### src/rtl/conv_sequencer.sv
// -----------------------------------------------------------------------------
// conv_sequencer
//
// Control sequencer for the convolution accelerator. For each of N_OUT outputs
// it reads LOAD_CYCLES words from the input RAM and filter ROM, runs the
// multiply phase, walks the ADD_LEVELS-deep adder tree and then writes one
// result into the result FIFO, honouring FIFO backpressure. A run is started
// by a start pulse in IDLE and ends with a one-cycle done pulse. abort (or
// reset) cancels a run at any point.
//
// Optional feature: define CONV_SEQ_STALL_CNT_EN to build the saturating
// backpressure counter on stall_cnt; otherwise stall_cnt is tied to zero.
//
// Ports:
//   clk        clock
//   reset      synchronous, active-low reset
//   start      run request, honoured only in IDLE
//   abort      synchronous run cancel, ignored in IDLE
//   fifo_full  result FIFO full (backpressure)
//   busy       high in every non-IDLE state
//   done       one-cycle completion pulse (first IDLE cycle after the run)
//   ram_en     input RAM read enable (LOAD only)
//   ram_addr   input RAM read address (LOAD only, else 0)
//   rom_en     filter ROM read enable (LOAD only)
//   rom_addr   filter ROM read address (LOAD only, else 0)
//   dp_ctrl    one-hot phase select: [ADD_LEVELS] = multiply,
//              [ADD_LEVELS-1-k] = adder level k
//   fifo_wr    result FIFO write strobe
//   stall_cnt  count of STORE cycles blocked by fifo_full
// -----------------------------------------------------------------------------
module conv_sequencer #(
    parameter int ADDR_W      = 10,
    parameter int ROM_AW      = 1,
    parameter int N_OUT       = 256,
    parameter int LOAD_CYCLES = 2,
    parameter int MULT_CYCLES = 16,
    parameter int ADD_LEVELS  = 4,
    parameter int ADD_CYCLES  = 8,
    parameter int IN_STRIDE   = 2
) (
    input  logic                  clk,
    input  logic                  reset,
    input  logic                  start,
    input  logic                  abort,
    input  logic                  fifo_full,
    output logic                  busy,
    output logic                  done,
    output logic                  ram_en,
    output logic [ADDR_W-1:0]     ram_addr,
    output logic                  rom_en,
    output logic [ROM_AW-1:0]     rom_addr,
    output logic [ADD_LEVELS:0]   dp_ctrl,
    output logic                  fifo_wr,
    output logic [15:0]           stall_cnt
);

    localparam logic [2:0] S_IDLE  = 3'd0;
    localparam logic [2:0] S_LOAD  = 3'd1;
    localparam logic [2:0] S_MULT  = 3'd2;
    localparam logic [2:0] S_ADD   = 3'd3;
    localparam logic [2:0] S_STORE = 3'd4;

    // One phase counter serves LOAD, MULT and every adder level, so it is
    // sized for the longest of them.
    localparam int MAX_LM = (LOAD_CYCLES > MULT_CYCLES) ? LOAD_CYCLES : MULT_CYCLES;
    localparam int MAX_PH = (MAX_LM > ADD_CYCLES) ? MAX_LM : ADD_CYCLES;
    localparam int CNT_W  = (MAX_PH > 1) ? $clog2(MAX_PH) : 1;
    localparam int LVL_W  = 3;

    logic [2:0]            state, state_n;
    logic [CNT_W-1:0]      cnt, cnt_n;
    logic [LVL_W-1:0]      lvl, lvl_n;
    logic [15:0]           oidx, oidx_n;
    logic                  done_n;
    logic                  store_q;
    logic [ADDR_W-1:0]     ram_addr_n;
    logic [ROM_AW-1:0]     rom_addr_n;
    logic [ADD_LEVELS:0]   dp_n;

    // Next-state and next-counter logic.
    always_comb begin
        // NOTE: every signal gets a default first so no path leaves it
        // unassigned, which would infer a latch.
        state_n = state;
        cnt_n   = cnt;
        lvl_n   = lvl;
        oidx_n  = oidx;
        done_n  = 1'b0;

        case (state)
            S_IDLE: begin
                if (start) begin
                    state_n = S_LOAD;
                    cnt_n   = '0;
                    lvl_n   = '0;
                    oidx_n  = '0;
                end
            end
            S_LOAD: begin
                if (cnt == CNT_W'(LOAD_CYCLES - 1)) begin
                    state_n = S_MULT;
                    cnt_n   = '0;
                end else begin
                    cnt_n = cnt + CNT_W'(1);
                end
            end
            S_MULT: begin
                if (cnt == CNT_W'(MULT_CYCLES - 1)) begin
                    state_n = S_ADD;
                    cnt_n   = '0;
                    lvl_n   = '0;
                end else begin
                    cnt_n = cnt + CNT_W'(1);
                end
            end
            S_ADD: begin
                if (cnt == CNT_W'(ADD_CYCLES - 1)) begin
                    cnt_n = '0;
                    if (lvl == LVL_W'(ADD_LEVELS - 1)) begin
                        state_n = S_STORE;
                        lvl_n   = '0;
                    end else begin
                        lvl_n = lvl + LVL_W'(1);
                    end
                end else begin
                    cnt_n = cnt + CNT_W'(1);
                end
            end
            S_STORE: begin
                if (!fifo_full) begin
                    cnt_n = '0;
                    if (oidx == 16'(N_OUT - 1)) begin
                        state_n = S_IDLE;
                        oidx_n  = '0;
                        done_n  = 1'b1;
                    end else begin
                        state_n = S_LOAD;
                        oidx_n  = oidx + 16'd1;
                    end
                end
            end
            default: begin
                state_n = S_IDLE;
                cnt_n   = '0;
                lvl_n   = '0;
                oidx_n  = '0;
            end
        endcase

        // abort outranks every other transition, including the final write.
        if (abort && state != S_IDLE) begin
            state_n = S_IDLE;
            cnt_n   = '0;
            lvl_n   = '0;
            oidx_n  = '0;
            done_n  = 1'b0;
        end
    end

    // Outputs are computed from the next state so that, once registered,
    // they line up with the cycle in which that state is occupied.
    always_comb begin
        ram_addr_n = '0;
        rom_addr_n = '0;
        dp_n       = '0;
        if (state_n == S_LOAD) begin
            ram_addr_n = ADDR_W'(32'(oidx_n) * 32'(IN_STRIDE) + 32'(cnt_n));
            rom_addr_n = ROM_AW'(cnt_n);
        end
        if (state_n == S_MULT) begin
            dp_n[ADD_LEVELS] = 1'b1;
        end
        if (state_n == S_ADD) begin
            for (int k = 0; k < ADD_LEVELS; k++) begin
                if (lvl_n == LVL_W'(k)) begin
                    dp_n[ADD_LEVELS-1-k] = 1'b1;
                end
            end
        end
    end

    always_ff @(posedge clk) begin
        if (!reset) begin
            state    <= S_IDLE;
            cnt      <= '0;
            lvl      <= '0;
            oidx     <= '0;
            busy     <= 1'b0;
            done     <= 1'b0;
            ram_en   <= 1'b0;
            ram_addr <= '0;
            rom_en   <= 1'b0;
            rom_addr <= '0;
            dp_ctrl  <= '0;
            store_q  <= 1'b0;
        end else begin
            // NOTE: non-blocking assignments here so every register samples
            // the pre-edge values, independent of statement order.
            state    <= state_n;
            cnt      <= cnt_n;
            lvl      <= lvl_n;
            oidx     <= oidx_n;
            busy     <= (state_n != S_IDLE);
            done     <= done_n;
            ram_en   <= (state_n == S_LOAD);
            ram_addr <= ram_addr_n;
            rom_en   <= (state_n == S_LOAD);
            rom_addr <= rom_addr_n;
            dp_ctrl  <= dp_n;
            store_q  <= (state_n == S_STORE);
        end
    end

    // The write must land in the very STORE cycle where fifo_full is low, so
    // the strobe is a registered STORE flag qualified by the live inputs;
    // abort and reset suppress the write in the cycle they are asserted.
    assign fifo_wr = store_q & ~fifo_full & ~abort & reset;

`ifdef CONV_SEQ_STALL_CNT_EN
    always_ff @(posedge clk) begin
        if (!reset) begin
            stall_cnt <= '0;
        end else if (state == S_IDLE && start) begin
            stall_cnt <= '0;
        end else if (state == S_STORE && fifo_full && !abort && stall_cnt != 16'hFFFF) begin
            stall_cnt <= stall_cnt + 16'd1;
        end
    end
`else
    assign stall_cnt = '0;
`endif

endmodule
### config.mk
export PLATFORM = sky130hd
export DESIGN_NAME = conv_sequencer
export DESIGN_NICKNAME = d
export VERILOG_FILES = /design/src/rtl/conv_sequencer.sv
export SDC_FILE = /design/constraint.sdc
export NUM_CORES = 1
export LEC_CHECK = 0
export ABC_AREA = 1
export CAP_MARGIN = 20
export CORE_MARGIN = 2
export CORE_UTILIZATION = 35
export CTS_CLUSTER_DIAMETER = 30
export DETAILED_ROUTE_END_ITERATION = 10
export HOLD_SLACK_MARGIN = 0.02
export PLACE_DENSITY_LB_ADDON = 0.3
export SLEW_MARGIN = 20
export SYNTH_ARGS = -nofsm -noshare
export SYNTH_HDL_FRONTEND = slang
export SYNTH_SLANG_ARGS = --single-unit
### constraint.sdc
create_clock -name clk -period 3.9 [get_ports clk]
set_input_delay 0.585 -clock clk [delete_from_list [all_inputs] [get_ports clk]]
set_output_delay 0.585 -clock clk [all_outputs]
set_load 0.005 [all_outputs]
# == Word level (Yosys, flattened, before mapping) ==
# Index checks and enable logic that the tools add are counted.
# totals
regBits,46
input_bits,5
output_inout_bits,37
wordCells,82
# op_classes
addsub,4
eq_ne,16
muxes,33
n_bitwise,7
n_reduce_logical,10
# op_table
cell,count
$mux W16,4
$pmux W16 S3,1
$mux W3,12
$mux W4,6
$eq A3 B2 Y1 const B,7
$pmux W4 S5,1
$add A16 B1 Y16 const B,1
$eq A16 B8 Y1 const B,1
$pmux W3 S5,1
$pmux W3 S4,1
$add A10 B4 Y10,1
$eq A3 B1 Y1 const B,3
$mux W1,7
$eq A3 B3 Y1 const B,2
$logic_not A3 Y1,2
$reduce_bool A3 Y1,2
$add A4 B1 Y4 const B,1
$eq A4 B1 Y1 const B,1
$eq A4 B3 Y1 const B,1
$eq A4 B4 Y1 const B,1
$not A1 Y1,4
$reduce_and A2 Y1,2
$reduce_or A4 Y1,1
$add A3 B1 Y3 const B,1
4 further kinds,6

# == Longest topological paths before layout ==
# logic_depth
depth_word,7
mapped_depth,20
mapped_depth_nobuf,20

# == Worst setup path after synthesis ==
# Ideal clock, no wire load.
# synth_timing
path_kind,reg-to-reg
from,register cnt[0]
to,register ram_addr[9]
setup_time_ns,0.115
arrival_time_ns,2.431
t_required_ns,3.785
path_slack_ns,1.354
path_stages_with_launch,19
path_buffers,0
period_less_slack_ns,2.546
path_cell_list,dfxtp_1 ha_1 nand2_1 inv_1 a21oi_1 inv_1 nand2_1 a22oi_1 nor2_1 ha_1 inv_1 fa_1 nor2_1 or2_2 nand3_2 nor2_1 nand3_1 nand2_1 nor2_1
# synth_via
elab_cells_between_ends,19
cone_classes,add/sub: 2; eq/ne: 4; mux: 12; reduce/logical: 1
# synth_lines
item,line,source
"start, declared",71,"logic [CNT_W-1:0] cnt, cnt_n;"
"start signal, assigned",200,cnt <= cnt_n;
"$add A4 B1 Y4, or another cell as far along","104, 113, 126",
"$mux W4, on equally long branches","117, 100, 108",
$pmux W4 S5 *,90,case (state)
$mux W4 *,151,if (abort && state != S_IDLE) begin
via cnt_n[1],71,
$add A10 B4 Y10 *,167,ram_addr_n = ADDR_W'(32'(oidx_n) * 32'(IN_STRIDE) + 32'(cnt_n));
"end signal, assigned",206,ram_addr <= ram_addr_n;
"end, declared",49,"output logic [ADDR_W-1:0] ram_addr,"
# The timed path passes the listed nets; every way through them passes the cells marked *.
# A chain may end at the register's enable or synchronous reset.

# == Final worst setup path ==
# layout_timing
from,input fifo_full
to,register ram_addr[9]
# layout_via
elab_cells_between_ends,12
cone_classes,add/sub: 1; eq/ne: 1; mux: 9; reduce/logical: 1
# layout_lines
item,line,source
"start, declared",45,"input logic fifo_full,"
$mux W16,130,if (!fifo_full) begin
$pmux W16 S3,90,
$mux W16,151,
via oidx_n[0],73,"logic [15:0] oidx, oidx_n;"
$add A10 B4 Y10,167,
# The timed path passes the listed nets, and every way through them passes these cells.

==> impl_metrics.ini <==
[timing]
setup_tns_ps = 0
rsz0062_at_grt = false
fin_skew_ps = 10.6
finalHoldViolCount = 0
fin_ws_ps = 720
min_period_over_period_pct = 81.5
max_clock_freq_mhz = 314
max_slew_margin_pct = 47.5
setup_viol = 0
min_period_ps = 3180
whs_ps = 469
maxSlewViolCount = 0
worst_pin_slew_ps = 787

[synthesis]
synth-seq-area-share_pct = 34.2
synth.area.top_cells = dfxtp_1 (34%), nand2_1 (10%), nor2_1 (8.7%), inv_1 (7.0%), buf_4 (5.1%)
syn-instance-count = 386
async_flop_share_pct = 0
synth_cell_types = 47
ys.flop_type = dfxtp_1
synth_area_per_cell_um2 = 6.82
ys_warn_count = 0
synth_top_cell_area_share_pct = 34.2
mappedNetlistArea_um2 = 2630
yosysTopAreaCell = dfxtp_1
synth_seq_cells = 45
synth_edf_count = 0

[global_routing]
grt_max_degree = 21
grt_pass1_vias = 2179
antenna_found_initial = 0
grt_pass1_wl_um = 9690
grt_overflow_total = 0
grt.total_usage_pct = 14.4

[placed_design]
io_buffers = 25
dp_hpwl_um = 4350
place_congestion = 0.883
dpl.cell_count = 504
post-place-ws_ps = 449

[layout]
stdcell_count = 512
diodes = 0
multi_input_area_um2 = 1410
nets = 425
areaGrowthSynthToFinish_pct = 15.1
seq_area_um2 = 901
drive_gt1_share_pct = 10.9
fillers = 767

[min_path]
hold_start = oidx[13]
min_to = oidx[13]
min_path_cells = 2
hold_path.class = reg -> reg

[drt]
wl_per_cell_um = 10.8
dr.pass1.iters = 4
routed_via_density = 4.58
dr_total_vias = 2347
wl_um = 5520
drc = 0
ant_nets = 0
drtIter0Drc = 142

[clock_tree]
ctsResizeCount = 0
clk_pin_slew_ps = 90
ctsHoldBuffers = 0
cts_root_buf = clkbuf_8
tritoncts = yes
cts_buffers = 5
clkSinkCount = 45
cts.htree.levels = 2
clk_path_buf_depth = 2
clock_latency_ps = 310
post_cts_buffers = 0

[critical_path]
critPathCaptureType = flop
start_kind = input port
slowest_stage = clkdlybuf4s50_1
required_ps = 4100
criticalPathCategory = in -> reg
reg2regPathDepth = 20
worst_r2r_endpoint = ram_addr[9]
critPathMaxStageDelay_ps = 700
path_cells = clkdlybuf4s50_1 -> nor2_2 -> a21oi_1 -> nand2_1 -> o21ai_0 -> inv_1 -> nor2_1 -> ha_1 -> inv_1 -> fa_1 -> nor2_1 -> or2_2 -> nand3_2 -> nor2_1 -> nand3_1 -> nand2_1 -> nor2_1
cp_max_fo = 8
worst-endpoint-arrival_ps = 3380
reg2reg_from = oidx[0]
crit_path_frequent_cell = nor2_1
rrSetupSlack_ps = 1000

[status]
outcome = complete, no violations

[pwr]
powerDensity_nw_per_um2 = 323
leakage_uw = 0.00126
peakVddDrop_mv = 0.171

[die]
start_util_pct = 36.3
io_pins = 42
die_w_um = 90.7
design.core.area_um2 = 7250
die_area_um2 = 8230
die_h_um = 90.7
fp-row-count = 31

[job]
maxCapViolCount = 0
-- worst max-delay path: cells and delay by family --
family / cells / cell delay, ps
compound gates: 2 / 330
fa+ha+maj: 2 / 560
buf+inv: 3 / 830
simple gates: 10 / 1060
-- cells in the mapped netlist (2+ instances only) --
master     n
a21oi_1   16
a21oi_2    2
a22oi_1    2
buf_4     18
clkbuf_1   2
dfxtp_1   45
ha_1       7
inv_1     49
inv_2      9
nand2_1   72
nand2_2    8
nand3_1   26
nand3_2    2
nand4_1    3
nor2_1    61
nor2_2     5
nor2_4     3
nor3_1    17
o21ai_0    4
o21ai_1    5
xnor2_1    2
xor2_1     3
-- where the power goes --
part / switching, µW / internal (µW) / total, µW
Clock: 172 / 192 / 364
Combinational: 89.8 / 48.3 / 138
Sequential: 8.53 / 469 / 478
-- stage by stage --
step           instance area (µm²)  total power (µW)  utilization (%)
3_5_place_dp                  2920               628             40.2
6_report                      3030               980             41.8
5_1_grt                       3030              1030             41.8
3_3_place_gp                  2920               628             40.2
4_1_cts                       3030               992             41.8
2_1_floorplan                 2690               596                -
-- cells by family after synthesis --
family	synth area share, %
flip-flops	34.2
buffers and inverters	14.6
AND/OR/NAND/NOR	35.6
other	0.142
XOR/XNOR	1.66
AO/OA/AOI/OAI	9.69
adder cells (fa/ha/maj)	4.09
-- registers in the layout, indices dropped and copies added (netlist names) --
| name | flops |
|---|---|
| rom_en | 1 |
| oidx | 16 |
| store_q | 1 |
| done | 1 |
| busy | 1 |
| dp_ctrl | 5 |
| lvl | 3 |
| state | 3 |
| cnt | 4 |
| ram_addr | 10 |
-- cells in the final DEF (no fill, tap or decap), drive strengths merged, types with 2 or more instances in the layout --
cell type / instances
buf: 2
nand4: 3
nand3: 28
a22oi: 2
xor2: 3
clkinv: 2
nand2: 81
nor3: 19
clkdlybuf4s50: 25
inv: 58
dfxtp: 45
ha: 7
o21ai: 10
nor2: 69
clkbuf: 5
conb: 16
or2: 2
xnor2: 2
a21oi: 19
-- layout make-up --
class | instances | area share, %
clock buffer | 5 | 2.27
inverter | 59 | 7.30
clock inverter | 3 | 1.53
sequential | 45 | 29.7
multi-input combinational | 274 | 46.3
tap | 99 | 4.09
timing repair buffer | 27 | 8.75
-- how the worst max path moves through the flow --
stage / start / endpoint / slack, ps / cells past startpoint
detailed placement: fifo_full / ram_addr[9] / 450 / 17
floorplan: cnt[0] / ram_addr[9] / 1350 / 18
global route: fifo_full / ram_addr[9] / 440 / 17
finish: fifo_full / ram_addr[9] / 720 / 17
global placement: fifo_full / ram_addr[9] / 520 / 17
CTS: fifo_full / ram_addr[9] / 750 / 17
-- per-layer routing --
layer / GRT usage [%] / up-vias / wire length (µm)
met3: 2.92 / 12 / 151
met1: 17.6 / 1057 / 2630
met4: 7.44 / 0 / 146
met5: 0 / - / 0
met2: 23.8 / 40 / 2580
li1: - / 1238 / -
(Power assumes the default switching activity.)
